### config.mk
export PLATFORM = sky130hd
export DESIGN_NAME = result_drain_flat
export DESIGN_NICKNAME = d
export VERILOG_FILES = /design/src/rtl/result_drain_if.sv /design/src/rtl/result_drain.sv /design/src/flat_wrapper.sv
export SDC_FILE = /design/constraint.sdc
export NUM_CORES = 1
export LEC_CHECK = 0
export CORE_ASPECT_RATIO = 0.8
export CORE_UTILIZATION = 51
export DETAILED_ROUTE_END_ITERATION = 6
export GPL_TIMING_DRIVEN = 0
export HOLD_SLACK_MARGIN = 0.15
export PLACE_DENSITY = 0.85
export SYNTH_ARGS = -nofsm -noshare
export SYNTH_HDL_FRONTEND = slang
export SYNTH_SLANG_ARGS = --single-unit
### constraint.sdc
create_clock -name clk -period 22.5 [get_ports clk]
set_input_delay 4.5 -clock clk [delete_from_list [all_inputs] [get_ports clk]]
set_output_delay 4.5 -clock clk [all_outputs]
set_load 0.01 [all_outputs]
### src/rtl/result_drain_if.sv
// Bundle between the matmul controller/PE array, the C result BRAM write port and the drain block.
// Optional RESULT_DRAIN_OVERFLOW_EN adds the sticky overflow_out flag.
interface result_drain_if #(
   parameter int unsigned DATA_WIDTH = 32,
   parameter int unsigned M          = 3,
   parameter int unsigned N          = 3
);
   localparam int unsigned AW = (M * N > 1) ? $clog2(M * N) : 1;

   logic                        pe_output_capture_en;
   logic [M*N*DATA_WIDTH-1:0]   pe_results_in;
   logic                        wr_stall;
   logic                        en_c_bram_out;
   logic                        we_c_bram_out;
   logic [AW-1:0]               addr_c_bram_out;
   logic [DATA_WIDTH-1:0]       data_c_bram_out;
   logic                        busy_out;
   logic                        done_out;
`ifdef RESULT_DRAIN_OVERFLOW_EN
   logic                        overflow_out;

   modport master (
      output pe_output_capture_en, pe_results_in, wr_stall,
      input  en_c_bram_out, we_c_bram_out, addr_c_bram_out, data_c_bram_out,
      input  busy_out, done_out, overflow_out
   );
   modport slave (
      input  pe_output_capture_en, pe_results_in, wr_stall,
      output en_c_bram_out, we_c_bram_out, addr_c_bram_out, data_c_bram_out,
      output busy_out, done_out, overflow_out
   );
`else
   modport master (
      output pe_output_capture_en, pe_results_in, wr_stall,
      input  en_c_bram_out, we_c_bram_out, addr_c_bram_out, data_c_bram_out,
      input  busy_out, done_out
   );
   modport slave (
      input  pe_output_capture_en, pe_results_in, wr_stall,
      output en_c_bram_out, we_c_bram_out, addr_c_bram_out, data_c_bram_out,
      output busy_out, done_out
   );
`endif
endinterface

### src/rtl/result_drain.sv
// Snapshots the PE array results on a capture pulse and writes them one word per cycle into the
// C BRAM, honouring wr_stall. RESULT_DRAIN_OVERFLOW_EN enables the sticky overflow_out flag.
module result_drain #(
   parameter int unsigned DATA_WIDTH = 32,
   parameter int unsigned M          = 3,
   parameter int unsigned N          = 3
) (
   input logic           clk,
   input logic           rst,
   result_drain_if.slave bus
);
   localparam int unsigned NumElem = M * N;
   localparam int unsigned AW      = (NumElem > 1) ? $clog2(NumElem) : 1;
   localparam logic [AW-1:0] LastIdx = AW'(NumElem - 1);

   typedef enum logic [1:0] {StIdle, StDrain, StDone} state_e;

   state_e                state_q, state_d;
   logic [AW-1:0]         idx_q, idx_d;
   logic [DATA_WIDTH-1:0] shadow_q [NumElem];
   logic                  capture;

   // Only an IDLE capture is accepted; pulses in DRAIN or DONE are dropped.
   assign capture = bus.pe_output_capture_en && (state_q == StIdle);

   always_ff @(posedge clk) begin
      if (rst) begin
         state_q <= StIdle;
         idx_q   <= '0;
      end else begin
         state_q <= state_d;
         idx_q   <= idx_d;
      end
   end

   // Shadow is the sole copy of the results; it needs no reset.
   always_ff @(posedge clk) begin
      if (capture) begin
         for (int unsigned i = 0; i < NumElem; i++) begin
            shadow_q[i] <= bus.pe_results_in[i*DATA_WIDTH +: DATA_WIDTH];
         end
      end
   end

`ifdef RESULT_DRAIN_OVERFLOW_EN
   logic overflow_q;

   always_ff @(posedge clk) begin
      if (rst) begin
         overflow_q <= 1'b0;
      end else if (bus.pe_output_capture_en && (state_q != StIdle)) begin
         overflow_q <= 1'b1;
      end
   end

   assign bus.overflow_out = overflow_q;
`endif

   always_comb begin
      state_d             = state_q;
      idx_d               = idx_q;
      bus.en_c_bram_out   = 1'b0;
      bus.we_c_bram_out   = 1'b0;
      bus.addr_c_bram_out = '0;
      bus.data_c_bram_out = '0;
      bus.busy_out        = 1'b0;
      bus.done_out        = 1'b0;
      unique case (state_q)
         StIdle: begin
            if (capture) begin
               state_d = StDrain;
               idx_d   = '0;
            end
         end
         StDrain: begin
            bus.busy_out        = 1'b1;
            bus.en_c_bram_out   = !bus.wr_stall;
            bus.we_c_bram_out   = !bus.wr_stall;
            bus.addr_c_bram_out = idx_q;
            bus.data_c_bram_out = shadow_q[idx_q];
            if (!bus.wr_stall) begin
               if (idx_q == LastIdx) begin
                  state_d = StDone;
                  idx_d   = '0;
               end else begin
                  idx_d = idx_q + AW'(1);
               end
            end
         end
         StDone: begin
            bus.done_out = 1'b1;
            state_d      = StIdle;
         end
         default: begin
            state_d = StIdle;
            idx_d   = '0;
         end
      endcase
   end
endmodule
### src/flat_wrapper.sv
// flat-port wrapper written by rule: the top's interface ports become plain ports
module result_drain_flat 
#(
   parameter int unsigned DATA_WIDTH = 32,
   parameter int unsigned M          = 3,
   parameter int unsigned N          = 3
)
  (clk, rst, bus_pe_output_capture_en, bus_pe_results_in, bus_wr_stall, bus_en_c_bram_out, bus_we_c_bram_out, bus_addr_c_bram_out, bus_data_c_bram_out, bus_busy_out, bus_done_out);
  result_drain_if #(.DATA_WIDTH(DATA_WIDTH), .M(M), .N(N)) bus_i ();
  input logic clk;
  input logic rst;
  input wire logic [$bits(bus_i.pe_output_capture_en)-1:0] bus_pe_output_capture_en;
  input wire logic [$bits(bus_i.pe_results_in)-1:0] bus_pe_results_in;
  input wire logic [$bits(bus_i.wr_stall)-1:0] bus_wr_stall;
  output wire logic [$bits(bus_i.en_c_bram_out)-1:0] bus_en_c_bram_out;
  output wire logic [$bits(bus_i.we_c_bram_out)-1:0] bus_we_c_bram_out;
  output wire logic [$bits(bus_i.addr_c_bram_out)-1:0] bus_addr_c_bram_out;
  output wire logic [$bits(bus_i.data_c_bram_out)-1:0] bus_data_c_bram_out;
  output wire logic [$bits(bus_i.busy_out)-1:0] bus_busy_out;
  output wire logic [$bits(bus_i.done_out)-1:0] bus_done_out;
  assign bus_i.pe_output_capture_en = bus_pe_output_capture_en;
  assign bus_i.pe_results_in = bus_pe_results_in;
  assign bus_i.wr_stall = bus_wr_stall;
  assign bus_en_c_bram_out = bus_i.en_c_bram_out;
  assign bus_we_c_bram_out = bus_i.we_c_bram_out;
  assign bus_addr_c_bram_out = bus_i.addr_c_bram_out;
  assign bus_data_c_bram_out = bus_i.data_c_bram_out;
  assign bus_busy_out = bus_i.busy_out;
  assign bus_done_out = bus_i.done_out;
  result_drain #(.DATA_WIDTH(DATA_WIDTH), .M(M), .N(N)) u_core (.clk(clk), .rst(rst), .bus(bus_i));
endmodule
==> results.tsv, run 1 <==
stage	metric	value	unit
run_status	status	finished clean	
min_path	hold_start	u_core.state_q[1]	
routing	post-route-drc-count	0	
setup_path	worstSetupEndpointType	output port	
setup_path	cp.depth	4	
setup_path	r2r_slack	19.96	ns
synthesis	yosysWarningCount	0	
clock_network	root_buffer	clkbuf_16	
timing	hold_viol	0	
clock_network	post_cts_resized	0	
timing	rsz0062_at_grt	false	
power_and_ir_drop	p_sw	258	uW
placed_design	gp_congestion	0.841	
clock_network	cts_sinks	298	
setup_path	start_kind	input port	
setup_path	endpoint	bus_we_c_bram_out	
setup_path	r2r-start	u_core.state_q[0]	
power_and_ir_drop	p_seq_frac	0.499	
synthesis	synth_area_per_cell	16.6	um^2
global_routing	grt-ovfl-total	0	
global_routing	grt.total_usage	0.267	
floorplan	die_y	137	um
finish	area_growth	43.7	%
global_routing	grt_pass1_wl	45.1	mm
setup_path	crit_family	buffers and inverters	
floorplan	num_io_pins	332	
setup_path	required	18.00	ns
routing	ant_nets	0	
floorplan	rows	48	
finish	fillCellCount	1284	
timing	setup-violations-final	0	
floorplan	core	21900	um^2
setup_path	cp_slowest_cell	clkdlybuf4s50_1	
finish	layout-drive-gt1-share	0.0712	
timing	worstMarginPinSlew	0.817	ns
routing	avgViaCountPerCell	5.44	
synthesis	yosysSeqAreaShare	0.766	
setup_path	crit_arrival	5.90	ns
power_and_ir_drop	pwr-share-clk	0.405	
routing	drt-total-wl	31.4	mm
routing	vias	7597	
global_routing	grt_pass1_vias	7970	
clock_network	cts_inserted_buffers	29	
routing	routedWlPerCell	22.5	um
finish	num-nets-final	1368	
routing	first_pass_iters	5	
timing	fmax	96.1	MHz
setup_path	path_cells	clkdlybuf4s50_1 > nor2_1 > buf_4 > clkdlybuf4s50_1	
global_routing	antenna_found_initial	1	
power_and_ir_drop	swShare	0.197	
power_and_ir_drop	report.power.total	1310	uW
setup_path	r2r_end	u_core.shadow_q[3][15]	
timing	slew_viol_final	0	
setup_path	crit_buf_inv	3	
power_and_ir_drop	combinationalPowerShare	0.096	
synthesis	synth_cell_types	31	
clock_network	ctsHoldBuffers	0	
timing	post-route-period-util	0.462	
clock_network	path_clk_slew	0.06	ns
power_and_ir_drop	p_int	1050	uW
run	maxCapViolCount	0	
floorplan	initial_core_util	0.528	
min_path	min_path_type	flip-flop to flip-flop	
synthesis	yosys-top-cells-area	edfxtp_1, mux2i_1, nor2_1, nor2b_1, nor4_1	
timing	slew-limit-headroom	0.455	
power_and_ir_drop	cellLeakagePower	0.00559	uW
placed_design	dp_slack	12.08	ns
synthesis	yosys.area.top_type_share	0.749	
placed_design	hpwl	22.7	mm
clock_network	cts.path.max_buffers	3	
clock_network	tritoncts	built	
setup_path	r2r_cells	7	
setup_path	worst-path-max-fanout	4	
synthesis	ys_ff_latch	298	
timing	period_needed	10.40	ns
floorplan	dieWidth	170	um
power_and_ir_drop	ir_drop	0.0769	mV
setup_path	slowest_delay	0.52	ns
clock_network	htree_levels	1	
timing	layout_setup_ws	12.10	ns
power_and_ir_drop	cellPowerDensity	78.9	nW/um^2
synthesis	syn_inst	696	
timing	skew	0.00858	ns
timing	tns	0	ns
routing	drtIter0Drc	583	
floorplan	die-area	23300	um^2
setup_path	worst_path_most_repeated_cell	clkdlybuf4s50_1	
synthesis	synth_top_area_cell	edfxtp_1	
clock_network	cts_setup_buffers	0	
global_routing	grt_max_degree	25	
clock_network	clk_latency	0.54	ns
timing	hold_slack	0.546	ns
setup_path	setup.worst_path.start	bus_wr_stall	
synthesis	synthesis.nets	990	
synthesis	synthesis.area	11600	um^2
setup_path	worst-setup-path-type	input port to output port	
placed_design	port_buffers	331	
## Yosys cell counts
master / count
edfxtp_1: 288
clkinv_1: 1
a21oi_2: 1
ha_1: 2
clkbuf_1: 22
and3_1: 1
a22oi_1: 1
o22ai_1: 32
nor3b_2: 1
a2111oi_0: 1
nand2b_1: 4
or2_2: 1
or3_1: 1
o21ai_0: 2
nand3_1: 1
buf_1: 2
a21oi_1: 3
nor3_1: 32
inv_1: 2
nor4_1: 33
dfxtp_1: 10
nand2_1: 3
nor2_1: 71
buf_4: 8
mux2i_1: 128
buf_2: 7
and2_1: 2
or4b_1: 1
nand3b_1: 1
or4_1: 1
nor2b_1: 33
## metal layers
| layer | share of wire | global-route usage |
|---|---|---|
| met1 | 0.37 | 0.314 |
| met5 | 0 | 0 |
| met2 | 0.50 | 0.474 |
| met4 | 0.030 | 0.0926 |
| met3 | 0.10 | 0.0732 |
## worst min-delay path by stage
stage / to / depth (start not counted)
floorplan: u_core.state_q[0] / 1
global placement: u_core.state_q[0] / 1
detailed placement: u_core.idx_q[0] / 2
CTS: u_core.state_q[0] / 1
global route: u_core.state_q[0] / 1
finish: u_core.state_q[0] / 1
## placed cells by master, fill, tap and decap left out, drive strengths merged, types with 3 or more instances in the layout
master	count
nor2	71
nand2b	4
dfxtp	10
edfxtp	288
o22ai	32
clkdlybuf4s50	331
nor2b	33
nor4	33
bufinv	8
a21oi	4
nand2	3
mux2i	128
buf	33
nor3	32
clkinv	11
clkbuf	55
## state kept, by name (all words and copies together) (netlist names), named ones only
name,cells
u_core.shadow_q,288
u_core.idx_q,4
u_core.state_q,2
## final cells by class
cell class / count / area (um^2) / area share
Tap cell: 300 / 375 / 0.0226
Clock buffer: 33 / 761 / 0.0458
Antenna cell: 1 / 2.50 / 0.000151
Multi-Input combinational cell: 356 / 2510 / 0.151
Sequential cell: 298 / 8850 / 0.533
Timing Repair Buffer: 347 / 3620 / 0.218
Clock inverter: 19 / 290 / 0.0175
Buffer: 39 / 185 / 0.0112
Inverter: 3 / 11.3 / 0.000678
## worst reg2reg max path, stage by stage (launching register included)
cell	delay, ns
dfxtp_1	0.38
nor3b_4	0.64
buf_16	0.24
buf_8	0.18
buf_16	0.18
buf_8	0.20
buf_8	0.22
buf_16	0.20
## stage by stage
step                utilization  instance area, um^2  instances
global route              0.759                16600       1396
floorplan                     -                11600        696
detailed placement        0.711                15500       1343
CTS                       0.759                16600       1395
global placement          0.697                15200       1327
finish                    0.759                16600       1396
## cells by family after synthesis
family | synth area share
simple gates | 0.0822
fa+ha+maj | 0.00217
mux | 0.111
compound gates | 0.0217
flops | 0.766
buf+inv | 0.0170
## power by group through the flow
stage / registers (uW) / logic (uW) / clock network [uW]
6_report: 653 / 125 / 531
5_1_grt: 655 / 133 / 556
3_5_place_dp: 665 / 125 / 0
2_1_floorplan: 673 / 43.1 / 0
4_1_cts: 653 / 126 / 535
3_3_place_gp: 678 / 112 / 0
Note: power is estimated with default switching activity, not from simulation.
==> inputs of run 2 (changes only) <==
- CORE_UTILIZATION: 51 -> 48
- PLACE_DENSITY: 0.85 -> 0.81
- clock period: 22.5 -> 9.64 ns (I/O delays scaled with it)
==> run 2 against run 1 <==
Compared with the run above:
- largest cell class unchanged
- final cell count up 0.64%
- non-clock buffer count is 1 lower
- routed wire length decreased by 1.5%
- sequential cell count stayed put
==> results.tsv, run 2 (synthesized netlist as in run 1, its figures left out) <==
stage	metric	value	unit	change
floorplan	rows	50		+4.2%
clock_network	root_buffer	clkbuf_16		
placed_design	hpwl	22.2	mm	-1.9%
timing	slew_viol_final	0		unchanged
routing	ant_nets	0		unchanged
timing	hold_viol	0		unchanged
timing	rsz0062_at_grt	false		
setup_path	crit_family	buffers and inverters		
clock_network	ctsHoldBuffers	0		unchanged
setup_path	r2r_end	u_core.shadow_q[4][20]		
placed_design	gp_congestion	0.800		-4.9%
finish	top_regs	u_core.shadow_q x288, u_core.idx_q x4, u_core.state_q x2		
global_routing	grt_pass1_vias	7685		-3.6%
floorplan	initial_core_util	0.491		-0.0373
routing	routedWlPerCell	22.0	um	-2.2%
timing	skew	0.0176	ns	+0.00906 ns
finish	top_register	u_core.shadow_q		
floorplan	die-area	24700	um^2	+6.2%
finish	final_area	16400	um^2	-1.2%
clock_network	cts_sinks	298		unchanged
placed_design	dp_cells	1354		+0.82%
setup_path	worst_path_most_repeated_cell	clkdlybuf4s50_1		
placed_design	dpl_cell_area	15500	um^2	-0.16%
finish	instances_no_fill	1405		+0.64%
setup_path	setup.worst_path.start	bus_wr_stall		
setup_path	crit_arrival	3.36	ns	-2.54 ns
setup_path	path_cells	clkdlybuf4s50_1 > nor2_1 > buf_4 > clkdlybuf4s50_1		
setup_path	endpoint	bus_we_c_bram_out		
placed_design	port_buffers	331		unchanged
global_routing	grt_max_degree	24		-4.0%
run_status	status	finished clean		
routing	first_pass_iters	4		-1
timing	post-route-period-util	0.549		
run	maxCapViolCount	0		unchanged
routing	avgViaCountPerCell	5.39		-0.98%
setup_path	r2r_cells	7		unchanged
timing	fmax	189	MHz	
global_routing	antenna_found_initial	0		-1
timing	worstMarginPinSlew	1.03	ns	+0.213 ns
setup_path	cp.depth	4		unchanged
global_routing	grt_pass1_wl	44.5	mm	-1.4%
setup_path	worst-setup-path-type	input port to output port		
clock_network	cts.path.max_buffers	3		unchanged
setup_path	slowest_delay	0.52	ns	about the same
min_path	min_path_type	flip-flop to flip-flop		
routing	post-route-drc-count	0		unchanged
finish	layout-drive-gt1-share	0.0650		-0.00627
floorplan	dieWidth	175	um	+3.0%
finish	area_growth	42.0	%	
floorplan	core	23500	um^2	+7.6%
timing	period_needed	5.29	ns	
setup_path	r2r_slack	6.83	ns	-13.13 ns
setup_path	worst-path-max-fanout	4		unchanged
clock_network	post_cts_resized	0		unchanged
setup_path	start_kind	input port		
global_routing	grt.total_usage	0.245		-0.0221
finish	final_common_cell	clkdlybuf4s50_1		
clock_network	clk_latency	0.54	ns	about the same
clock_network	tritoncts	built		
power_and_ir_drop	cellPowerDensity	175	nW/um^2	+120%
global_routing	grt-ovfl-total	0		unchanged
finish	largest_reg_flops	288		unchanged
routing	drt-total-wl	30.9	mm	-1.5%
finish	diodes	0		-1
setup_path	worstSetupEndpointType	output port		
finish	layout.cells.most_common_list	clkdlybuf4s50_1, edfxtp_1, mux2i_1		
timing	tns	0	ns	unchanged
timing	slew-limit-headroom	0.312		-0.143
clock_network	path_clk_slew	0.06	ns	about the same
floorplan	die_y	141	um	+3.0%
timing	setup-violations-final	0		unchanged
setup_path	cp_slowest_cell	clkdlybuf4s50_1		
finish	num-nets-final	1367		-0.073%
routing	vias	7571		-0.34%
setup_path	required	7.71	ns	-10.29 ns
routing	drtIter0Drc	607		+4.1%
power_and_ir_drop	cellLeakagePower	0.00550	uW	-1.8%
clock_network	cts_inserted_buffers	29		unchanged
clock_network	cts_setup_buffers	0		unchanged
power_and_ir_drop	ir_drop	0.127	mV	+65%
clock_network	htree_levels	1		unchanged
setup_path	crit_buf_inv	3		unchanged
floorplan	num_io_pins	332		unchanged
setup_path	r2r-start	u_core.state_q[0]		
[run 2: through the flow]
step	utilization	setup slack, ns	hold WS, ns	power [uW]
global placement	0.649	-3.39	0.511	1830
global route	0.697	4.29	0.568	2960
floorplan	-	-0.431	0.477	1660
detailed placement	0.660	4.35	0.523	1840
finish	0.697	4.35	0.530	2870
CTS	0.697	4.35	0.532	2890
[run 2: worst min path at each step]
stage | start | to | slack, ns | cells past startpoint
global placement | u_core.idx_q[3] | u_core.idx_q[3] | 0.51 | 2
finish | u_core.idx_q[0] | u_core.idx_q[0] | 0.53 | 2
CTS | u_core.idx_q[0] | u_core.idx_q[0] | 0.53 | 2
detailed placement | u_core.idx_q[0] | u_core.idx_q[0] | 0.52 | 2
global route | u_core.idx_q[0] | u_core.idx_q[0] | 0.57 | 2
floorplan | u_core.idx_q[3] | flip-flop | 0.48 | 2
[run 2: final cells by class]
cell class	count	area, um^2
timing repair buffer	346	3580
buffer	39	185
clock buffer	34	744
clock inverter	17	129
sequential	298	8850
inverter	3	11.3
multi-input combinational	356	2510
fill	1562	7130
tap	312	390
[run 2: routing by layer]
layer,vias to the layer above,routed length [um],global-route usage
li1,3442,-,-
met1,3663,12100,0.309
met2,403,15200,0.424
met3,63,2630,0.0542
met4,0,986,0.0778
met5,-,0,0
[run 2: worst register-to-register path, stage by stage, from the launching register on]
cell,delay (ns)
dfxtp_1,0.38
nor3b_4,0.88
buf_16,0.25
buf_16,0.17
buf_8,0.20
buf_8,0.23
buf_8,0.20
buf_8,0.21
[run 2: power by group]
| part | total, uW | internal (uW) | switching [uW] |
|---|---|---|---|
| Combinational | 290 | 172 | 117 |
| Clock | 1060 | 600 | 458 |
| Sequential | 1520 | 1500 | 19.6 |
